===== src/rtl/fifo_unpacker.sv =====
// Pops one wide FIFO entry and replays it as 1..RATIO narrow beats, LSB beat first.
// The final beat of one entry overlaps the load of the next, so a steady stream has no bubbles.
module fifo_unpacker #(
    parameter int  OUT_DW = 8,
    parameter int  RATIO  = 4,
    localparam int IN_DW  = OUT_DW * RATIO,
    localparam int CW     = $clog2(RATIO + 1)
) (
    input  logic              clk,
    input  logic              rst,
    input  logic              flush,
    input  logic [IN_DW-1:0]  in_data,
    input  logic [CW-1:0]     in_nbeats,
    input  logic              in_valid,
    output logic              in_pop,
    output logic [OUT_DW-1:0] out_data,
    output logic              out_valid,
    output logic              out_last,
    input  logic              out_ready
);
    localparam int BW = $clog2(RATIO);

    typedef enum logic {
        EMPTY = 1'b0,
        BUSY  = 1'b1
    } state_t;

    state_t           state_q, state_d;
    logic [IN_DW-1:0] word_q, word_d;
    logic [BW-1:0]    beat_cnt_q, beat_cnt_d;
    logic [CW-1:0]    nbeats_q, nbeats_d;
    logic [CW-1:0]    nbeats_norm;
    logic             acc;

    assign out_valid = (state_q == BUSY);
    assign out_data  = word_q[int'(beat_cnt_q) * OUT_DW +: OUT_DW];
    assign out_last  = out_valid && (CW'(beat_cnt_q) == nbeats_q - CW'(1));
    assign acc       = out_valid && out_ready;

    // Gated by rst so the FIFO is never popped while this block is held in reset.
    assign in_pop = in_valid && !flush && !rst && (!out_valid || (acc && out_last));

    // A beat count of zero or beyond RATIO means a full entry.
    assign nbeats_norm = (in_nbeats == '0 || in_nbeats > CW'(RATIO)) ? CW'(RATIO) : in_nbeats;

    always_comb begin
        state_d    = state_q;
        word_d     = word_q;
        beat_cnt_d = beat_cnt_q;
        nbeats_d   = nbeats_q;
        if (flush) begin
            state_d    = EMPTY;
            beat_cnt_d = '0;
        end else if (in_pop) begin
            state_d    = BUSY;
            word_d     = in_data;
            beat_cnt_d = '0;
            nbeats_d   = nbeats_norm;
        end else if (acc && !out_last) begin
            beat_cnt_d = beat_cnt_q + BW'(1);
        end else if (acc && out_last) begin
            state_d    = EMPTY;
            beat_cnt_d = '0;
        end
    end

    always_ff @(posedge clk or posedge rst) begin
        if (rst) begin
            state_q    <= EMPTY;
            word_q     <= '0;
            beat_cnt_q <= '0;
            nbeats_q   <= '0;
        end else begin
            state_q    <= state_d;
            word_q     <= word_d;
            beat_cnt_q <= beat_cnt_d;
            nbeats_q   <= nbeats_d;
        end
    end

    assert property (@(posedge clk) disable iff (rst) in_pop |-> in_valid);

    // A stalled beat must not change unless a flush discards it.
    assert property (@(posedge clk) disable iff (rst)
        (out_valid && !out_ready && !flush) |=> ($stable(out_data) && $stable(out_last)));

endmodule

===== config.mk =====
export PLATFORM = sky130hd
export DESIGN_NAME = fifo_unpacker
export DESIGN_NICKNAME = d
export VERILOG_FILES = /design/src/rtl/fifo_unpacker.sv
export SDC_FILE = /design/constraint.sdc
export NUM_CORES = 1
export LEC_CHECK = 0
export ABC_CLOCK_PERIOD_IN_PS = 6150
export CAP_MARGIN = 20
export CORE_ASPECT_RATIO = 0.5
export CORE_MARGIN = 2
export CORE_UTILIZATION = 30
export DETAILED_ROUTE_END_ITERATION = 8
export PLACE_DENSITY = 0.5
export SLEW_MARGIN = 20
export SYNTH_ARGS = -nofsm -noshare
export SYNTH_HDL_FRONTEND = slang
export SYNTH_SLANG_ARGS = --single-unit

===== constraint.sdc =====
create_clock -name clk -period 6.15 [get_ports clk]
set_input_delay 1.23 -clock clk [delete_from_list [all_inputs] [get_ports clk]]
set_output_delay 1.23 -clock clk [all_outputs]
set_load 0.02 [all_outputs]

==> results.md, run 1 <==
- Status: complete, no violations
- Top Metal Used: met4
- Layout area overhead: 35.4%
- Slew HR: about three fifths
- HPWL Detailed: roughly 2.5 mm
- DP Area: around 2500 um2
- P_int: approximately 640 uW
- Per-cell routed wire length: roughly 14 um
- Comb pwr share: roughly 29%
- Wl on met1: around 1.7 mm
- Count of final setup violators: 0
- Met3 routed WL: about 120 um
- Cts bufs inserted: 5
- Die X-Extent: between 100 and 150 um
- Final hold vios: 0
- Hold WS: 0.502 ns
- DRC Markers: 0
- Layout cells sized above 1: between 20 and 30%
- Sequential fraction of the synthesis area: 49.0%
- Hold Crit Class: flip-flop to flip-flop
- Final TNS setup: 0 ns
- Clk_lat worst skew: roughly 0.28 ns
- CTS Root Cell: clkbuf_16
- Routed Antenna Nets: 0
- Critical Path Fanout Max: 5
- Crit start category: input pin
- Clock Path Buffers: 2
- CTS resizes: 0
- TritonCTS clock tree: yes
- Routability cong.: 0.726
- Pleak: between 1 and 1.5 nW
- Clock-pin slew on the worst setup and hold paths: ~0.060 ns
- Pin count of the biggest net entering global routing: 39
- Commonest non-fill, non-tap cell in the layout: clkdlybuf4s50_1
- Max-cap violations: 0
- Synthesized area: around 1900 um2
- Yosys cell types: 27
- Synth Register Bits: 38
- Data arrival time of the worst path: around 2.8 ns
- Total vias in the final route: roughly 1100
- Synthesized netlist cell count: 117
- Skew final: 0.00204 ns
- Vias in the first global route: 1202
- 1st-iter DRT viols: 13
- CP Class: input pin to output port
- Net switching power: roughly 220 uW
- # clock sinks: 38
- Switch share: about a quarter
- Cts hold-fix bufs: 0
- Hold depth: 1
- Fin area: 2630 um2
- Share of power burned in registers: between 40% and 50%
- Tot GR Track Use: 11.4%
- First-pass GRT wire length: 6.07 mm
- Die height: 60.9 um
- RSZ-0062 raised after global routing: no
- Core area: between 6000 and 7000 um2
- Data required, critical path: approximately 4.9 ns
- Worst Setup End Kind: output port
- Post CTS Setup Buffer Count: 0
- Layout Nets: ~210
- Worst IR Drop VDD: about 0.12 mV
- Synth warnings: 0
- Syn Nets: 159
- Die footprint: a little over 7000 um2
- Fillers: 605
- DRT Pass-1 Iters: 4
- Avg Vias per Cell: 4.37
- Routed wire length: approximately 3.7 mm
- Min Tclk post-route: about 4 ns
- Site Rows: 20
- Overflow after GRT: 0
- Routed wl met2: 1.87 mm
- Final Max Tran Viols: 0
- R2R depth: 7
- PortBufs: 50
- Pwr dens: about 330 nW/um2
- Commonest cells after routing, fill and taps aside: clkdlybuf4s50_1, dfrtp_1, mux2_4
- H-tree Lvls: 2
- # diodes: 0
- Max Freq: between 200 and 250 MHz
- Tcrit/Tclk final: 65.4%
- Post-layout util: roughly 43%
- Ports: 51
- Avg Inst Size Synth: 16.6 um2
- Worst slew pin tran: 0.628 ns
- Initial Utilization: between 30% and 40%
- Initial antenna violation count: 0
- Clock share of power: between 20 and 30%
## final timing paths
check	from	end	slack (ns)
setup / recovery	rst	in_pop	2.13
hold / removal	word_q[10]	word_q[10]	0.50
setup reg to reg	nbeats_q[0]	word_q[20]	3.67
hold reg to reg	word_q[10]	word_q[10]	0.50
max in group asynchronous	rst	word_q[30]	4.43
min in group asynchronous	rst	word_q[25]	1.39
## flip-flops by register name, summed over array words and instances, names as in the netlist
| register | cells |
|---|---|
| out_valid | 1 |
| beat_cnt_q | 2 |
| nbeats_q | 3 |
| word_q | 32 |
## per-stage QoR
stage	total power [mW]	instances	worst slack (ns)
floorplan	0.523	117	2.95
CTS	0.870	259	2.11
finish	0.858	259	2.13
global route	0.904	259	2.04
global placement	0.603	251	2.17
detailed placement	0.609	251	2.11
## cell usage after synthesis, drive strengths merged
library cell / number / area [um2]
nand2b: 3 / 18.8
xor2: 2 / 17.5
or2: 1 / 6.26
nor2: 2 / 7.51
or3: 1 / 7.51
buf: 6 / 86.3
ha: 2 / 25.0
nand3: 1 / 5.00
a21oi: 2 / 10.0
nor4: 2 / 12.5
nand2: 1 / 3.75
o211ai: 1 / 7.51
xnor2: 2 / 25.0
mux4: 8 / 210
and2: 1 / 7.51
a21bo: 1 / 10.0
dfrtp: 38 / 951
inv: 5 / 18.8
mux2: 32 / 458
mux2i: 3 / 30.0
a31o: 1 / 8.76
nor3: 2 / 15.0
## worst max-delay path, cell delays in order
cell and delay [ns]:
clkdlybuf4s50_1 0.41, nand2b_1 0.20, nor3_1 0.18, a31o_2 0.16, clkdlybuf4s50_1 0.60
## metal layers
metal  GRT usage [%]  vias up
li1                -      539
met4            4.65        0
met5               0        -
met1            14.2      568
met2            19.5       21
met3            3.01        3
## area by class of cell
type / count / area, um2 / area share (%)
clock buffers: 7 / 143 / 5.43
clock inverters: 1 / 5.00 / 0.190
inverters: 5 / 18.8 / 0.714
multi-input cells: 68 / 886 / 33.7
flip-flops and latches: 38 / 951 / 36.2
well taps: 88 / 110 / 4.19
repair buffers: 52 / 515 / 19.6
## power by group through the flow
stage	Sequential (mW)	Combinational, mW	Clock [mW]
6_report	0.353	0.249	0.255
3_5_place_dp	0.358	0.251	0
4_1_cts	0.355	0.254	0.262
3_3_place_gp	0.355	0.249	0
5_1_grt	0.363	0.268	0.272
2_1_floorplan	0.342	0.180	0
## logic make-up (layout without fill, tap and decap cells)
group / Yosys count / count (layout) / synth area share [%]
flops: 38 / 38 / 49.0
xor+xnor: 4 / 4 / 2.19
fa+ha+maj: 2 / 2 / 1.29
simple gates: 14 / 14 / 4.32
mux: 43 / 43 / 36.0
compound gates: 5 / 5 / 1.87
buf+inv: 11 / 65 / 5.41
No activity file was read; power rests on OpenSTA's default activity.
==> run 2: changes to the inputs <==
--- a/config.mk
+++ b/config.mk
@@ -5,7 +5,7 @@
 export SDC_FILE = /design/constraint.sdc
 export NUM_CORES = 1
 export LEC_CHECK = 0
-export ABC_CLOCK_PERIOD_IN_PS = 6150
+export ABC_CLOCK_PERIOD_IN_PS = 3800
 export CAP_MARGIN = 20
 export CORE_ASPECT_RATIO = 0.5
 export CORE_MARGIN = 2
==> constraint.sdc (replaced) <==
create_clock -name clk -period 3.8 [get_ports clk]
set_input_delay 0.76 -clock clk [delete_from_list [all_inputs] [get_ports clk]]
set_output_delay 0.76 -clock clk [all_outputs]
set_load 0.02 [all_outputs]
==> results.md, run 2 (synthesized netlist as in run 1, its figures left out) <==
- Worst IR Drop VDD: 0.222 mV (+87%)
- # diodes: 0 (unchanged)
- Critical Path Fanout Max: 5 (unchanged)
- Status: complete, no violations
- Ports: 51 (unchanged)
- Avg Vias per Cell: 4.29 (-1.7%)
- Overflow after GRT: 0 (unchanged)
- First-pass GRT wire length: 5.68 mm (-6.5%)
- RSZ-0062 raised after global routing: no
- Storage cell area: 951 um2 (unchanged)
- Site Rows: 20 (unchanged)
- Fillers: 599 (-0.99%)
- Skew final: 0.00260 ns (+0.000560 ns)
- Data required, critical path: 3.04 ns (-1.88 ns)
- Min Tclk post-route: between 3 and 4 ns
- CP Class: input pin to output port
- Net switching power: 340 uW (+57%)
- Final hold vios: 0 (unchanged)
- Most flops, register: word_q
- Largest regs: word_q: 32 flops, nbeats_q: 3 flops, beat_cnt_q: 2 flops
- CTS Root Cell: clkbuf_16
- Crit start category: input pin
- Final TNS setup: 0 ns (unchanged)
- Per-cell routed wire length: 13.5 um (-5.5%)
- Fin area: 2640 um2 (+0.57%)
- Core area: 6160 um2 (unchanged)
- Share of power burned in registers: 40.0% (-1.2 points)
- Layout cells sized above 1: 27.5% (-0.58 points)
- H-tree Lvls: 2 (unchanged)
- PortBufs: 50 (unchanged)
- Post CTS Setup Buffer Count: 0 (unchanged)
- P_int: 1.09 mW (+70%)
- Hold Crit Class: flip-flop to flip-flop
- Die X-Extent: 118 um (unchanged)
- TritonCTS clock tree: yes
- Max Freq: about 320 MHz
- Max-cap violations: 0 (unchanged)
- Pleak: 1.11 nW (+0.38%)
- Tcrit/Tclk final: about four fifths
- Cts bufs inserted: 5 (unchanged)
- Switch share: 23.8% (-1.4 points)
- Die height: 60.9 um (unchanged)
- HPWL Detailed: 2.50 mm (-1.1%)
- Worst Setup End Kind: output port
- DP Area: 2480 um2 (unchanged)
- Initial antenna violation count: 0 (unchanged)
- Layout area overhead: 36.1%
- Commonest non-fill, non-tap cell in the layout: clkdlybuf4s50_1
- Clk_lat worst skew: 0.27 ns (about the same)
- Cts hold-fix bufs: 0 (unchanged)
- Clock share of power: 31.9% (+2.1 points)
- DRC Markers: 0 (unchanged)
- # clock sinks: 38 (unchanged)
- Count of final setup violators: 0 (unchanged)
- Area of the multi-input gates: 886 um2 (unchanged)
- DRT Pass-1 Iters: 4 (unchanged)
- Pwr Total: 1.43 mW (+66%)
- Pin count of the biggest net entering global routing: 35 (-10%)
- Clock Path Buffers: 2 (unchanged)
- Final Max Tran Viols: 0 (unchanged)
- Clock-pin slew on the worst setup and hold paths: 0.05 ns (about the same)
- Routed wire length: 3.51 mm (-5.5%)
- Largest register FFs: 32 (unchanged)
- Data arrival time of the worst path: 2.32 ns (-0.47 ns)
- Layout Nets: 212 (unchanged)
- Die footprint: 7170 um2 (unchanged)
- Initial Utilization: 31.5% (unchanged)
- 1st-iter DRT viols: 18 (+5)
- CTS resizes: 0 (unchanged)
- Post-layout util: 42.9% (+0.24 points)
- Vias in the first global route: 1122 (-6.7%)
- Final worst slack: 0.721 ns (-1.41 ns)
- Worst slew pin tran: 0.809 ns (+0.181 ns)
- Total vias in the final route: 1112 (-1.7%)
- Slew HR: 46.0% (-12 points)
- Routability cong.: 0.763 (+5.1%)
- DP Worst Slack: 0.718 ns (-1.39 ns)
- Tot GR Track Use: 10.6% (-0.80 points)
- Routed Antenna Nets: 0 (unchanged)
- Comb pwr share: 28.1% (-0.9 points)
- Commonest cells after routing, fill and taps aside: clkdlybuf4s50_1, dfrtp_1, mux2_4
- Pwr dens: 540 nW/um2 (+66%)
==> run 2: cell types whose count changed in the layout (fill, tap and decap cells not counted) <==
cell       delta
bufinv_16     +1
clkbuf_1      +1
clkbuf_8      -1
clkinv_2      -1
==> run 2: layout make-up <==
cell class              count  area share, %
flip-flops and latches     38           36.0
well taps                  88           4.16
inverters                   5          0.710
clock inverters             1           1.14
clock buffers               7           5.02
repair buffers             52           19.5
multi-input cells          68           33.5
==> run 2: path summary, 6_finish.rpt <==
path,start,to,slack (ns),depth (start not counted)
min in group asynchronous,rst,word_q[25],0.96,2
min,word_q[9],word_q[9],0.50,1
max reg2reg,nbeats_q[0],word_q[20],1.33,7
max in group asynchronous,rst,word_q[19],2.10,3
max,rst,in_pop,0.72,5
min reg2reg,word_q[9],word_q[9],0.50,1
==> run 2: metal layers <==
layer,global-route usage [%],vias to the layer above,share of wire [%]
met5,0,-,0
met4,3.61,0,1.1
met3,3.57,6,3.7
met2,16.9,18,48
met1,13.8,547,47
li1,-,541,-
==> run 2: worst max-delay path, cell delays in order <==
cell and delay, ns:
clkdlybuf4s50_1 0.41, nand2b_1 0.20, nor3_1 0.16, a31o_2 0.17
clkdlybuf4s50_1 0.61
==> run 2: stage by stage <==
stage	hold WS [ns]	std cells
after floorplan	0.472	117
after global placement	0.488	251
after detailed placement	0.486	251
after CTS	0.504	259
after global routing	0.512	259
final	0.502	259
==> run 2: power by group through the flow <==
stage	registers [mW]	clock network, mW	logic [mW]
5_1_grt	0.585	0.487	0.432
6_report	0.571	0.455	0.401
4_1_cts	0.573	0.468	0.409
3_5_place_dp	0.578	0	0.406
2_1_floorplan	0.554	0	0.292
3_3_place_gp	0.574	0	0.402
==> run 3: changes to the inputs <==
--- a/config.mk
+++ b/config.mk
@@ -5,7 +5,7 @@
 export SDC_FILE = /design/constraint.sdc
 export NUM_CORES = 1
 export LEC_CHECK = 0
-export ABC_CLOCK_PERIOD_IN_PS = 3800
+export ABC_CLOCK_PERIOD_IN_PS = 2850
 export CAP_MARGIN = 20
 export CORE_ASPECT_RATIO = 0.5
 export CORE_MARGIN = 2
==> constraint.sdc (replaced) <==
create_clock -name clk -period 2.85 [get_ports clk]
set_input_delay 0.57 -clock clk [delete_from_list [all_inputs] [get_ports clk]]
set_output_delay 0.57 -clock clk [all_outputs]
set_load 0.02 [all_outputs]
==> results.md, run 3 (synthesized netlist as in run 1, its figures left out) <==
- CP Class: flip-flop to output port
- Fin area: 2640 um2 (-0.28%)
- R2R depth: 7 (unchanged)
- Critical R2R Launch: nbeats_q[0]
- Crit start category: flip-flop
- DRT Pass-1 Iters: 4 (unchanged)
- RSZ-0062 raised after global routing: no
- Post-layout util: 42.8% (-0.12 points)
- Count of final setup violators: 0 (unchanged)
- Layout Nets: 213 (+0.47%)
- Hold WS: 0.500 ns (-0.00197 ns)
- Site Rows: 20 (unchanged)
- Slew HR: 60.1% (+14 points)
- Final hold vios: 0 (unchanged)
- Largest register FFs: 32 (unchanged)
- H-tree Lvls: 2 (unchanged)
- Core area: 6160 um2 (unchanged)
- Hold_sp: word_q[18]
- Clock share of power: 29.6% (-2.3 points)
- Post CTS Setup Buffer Count: 0 (unchanged)
- Commonest non-fill, non-tap cell in the layout: clkdlybuf4s50_1
- DRC Markers: 0 (unchanged)
- Skew final: 0.00253 ns (-0.0000697 ns)
- Routed wire length: 3.42 mm (-2.5%)
- Avg Vias per Cell: 4.28 (-0.30%)
- Total vias in the final route: 1113 (+0.090%)
- Per-cell routed wire length: 13.2 um (-2.9%)
- Pwr Total: 1.84 mW (+29%)
- Clock-pin slew on the worst setup and hold paths: 0.06 ns (about the same)
- Worst r2r dst: word_q[21]
- Placed cell count: 252 (+0.40%)
- Hold EP: word_q[18]
- TritonCTS clock tree: yes
- Initial Utilization: 31.5% (unchanged)
- Commonest cells after routing, fill and taps aside: clkdlybuf4s50_1, dfrtp_1, mux2_4
- GRT met3 Usage: 2.91% (-0.66 points)
- DP Worst Slack: 0.173 ns (-0.545 ns)
- HPWL Detailed: 2.42 mm (-3.5%)
- Tot GR Track Use: 10.5% (-0.033 points)
- Die footprint: 7170 um2 (unchanged)
- Met1 Track Usage GR: 13.4% (-0.38 points)
- DP Area: 2490 um2 (+0.30%)
- Hold depth: 1 (unchanged)
- Max-cap violations: 0 (unchanged)
- Vias in the first global route: 1179 (+5.1%)
- Ports: 51 (unchanged)
- P_int: 1.38 mW (+27%)
- Post-layout instance count excluding filler cells: 260 (+0.39%)
- Initial antenna violation count: 0 (unchanged)
- First-pass GRT wire length: 5.72 mm (+0.74%)
- Max Freq: 371 MHz
- Clock Path Buffers: 2 (unchanged)
- Tcrit/Tclk final: a little over nine tenths
- Pleak: 1.11 nW (+0.35%)
- Overflow after GRT: 0 (unchanged)
- Largest regs: word_q: 32 flops, nbeats_q: 3 flops, beat_cnt_q: 2 flops
- Routed Antenna Nets: 0 (unchanged)
- Cts bufs inserted: 5 (unchanged)
- CTS Root Cell: clkbuf_16
- Die X-Extent: 118 um (unchanged)
- Busiest grt layer: met2
- Worst setup path start: nbeats_q[0]
- 1st-iter DRT viols: 15 (-3)
- PortBufs: 50 (unchanged)
- Clk_lat worst skew: 0.27 ns (about the same)
- Min Tclk post-route: between 2 and 3 ns
- Data arrival time of the worst path: 2.12 ns (-0.20 ns)
- Final TNS setup: 0 ns (unchanged)
- Final worst slack: 0.156 ns (-0.565 ns)
- Worst slew pin tran: 0.599 ns (-0.210 ns)
- Switch share: 24.7% (+0.90 points)
- Worst IR Drop VDD: 0.246 mV (+10%)
- # clock sinks: 38 (unchanged)
- Most flops, register: word_q
- Routability cong.: 0.727 (-4.7%)
- Net switching power: 454 uW (+34%)
- Final Max Tran Viols: 0 (unchanged)
- R2r setup slk: 0.52 ns (-0.81 ns)
- Status: complete, no violations
- # diodes: 0 (unchanged)
- Cts hold-fix bufs: 0 (unchanged)
- Data required, critical path: 2.28 ns (-0.76 ns)
- Pwr dens: 697 nW/um2 (+29%)
- Layout area overhead: 35.8%
- Die height: 60.9 um (unchanged)
- Met2 Use GR: 17.7% (+0.75 points)
- Share of power burned in registers: 41.4% (+1.4 points)
- Comb pwr share: 29.0% (+0.9 points)
- Critical Path Fanout Max: 4 (-1)
- Pin count of the biggest net entering global routing: 39 (+11%)
- Layout cells sized above 1: 29.1% (+1.6 points)
- Worst Setup End Kind: output port
- Hold Crit Class: flip-flop to flip-flop
==> run 3: changes by cell type in the layout (fill, tap and decap cells not counted), sizes merged <==
| cell | previous run | this run |
|---|---|---|
| dlygate4sd2 | 0 | 1 |
| bufinv | 1 | 0 |
| clkdlybuf4s50 | 50 | 49 |
| buf | 2 | 3 |
| clkinv | 0 | 1 |
==> run 3: power by group through the flow <==
stage	Combinational (mW)	Clock (mW)	Sequential, mW
3_5_place_dp	0.542	0	0.768
2_1_floorplan	0.389	0	0.739
4_1_cts	0.543	0.559	0.763
3_3_place_gp	0.537	0	0.765
6_report	0.532	0.544	0.761
5_1_grt	0.571	0.594	0.781
==> run 3: critical path: stages, from the launching register on <==
cell,delay [ns]
dfrtp_1,0.35
inv_1,0.06
ha_1,0.32
xnor2_2,0.15
nor3_2,0.20
and2_2,0.18
clkdlybuf4s50_1,0.59
==> run 3: worst max-delay path by stage <==
stage                     endpoint  cells past startpoint  slack, ns
after floorplan             in_pop                      7       0.72
after global placement      in_pop                      5       0.18
after detailed placement    in_pop                      5       0.17
after CTS                 out_last                      6       0.06
after global routing      out_last                      6       0.03
final                     out_last                      6       0.16
==> run 3: metal layers <==
layer	vias to the layer above	share of wire, %
met3	2	3.7
li1	539	-
met5	-	0
met1	548	48
met2	24	48
met4	0	0.73
==> run 3: what timing repair did <==
action,CTS,global route
pin swaps,0,1
resized for setup,2,0
endpoints found under the setup margin,1,1
==> run 3: area by class of cell <==
type                            instances  area, um2
Tap cell                               88        110
Fill cell                             599       3520
Timing Repair Buffer                   53        522
Sequential cell                        38        952
Multi-Input combinational cell         68        886
Clock inverter                          1       5.00
Clock buffer                            7        143
Inverter                                5       18.8
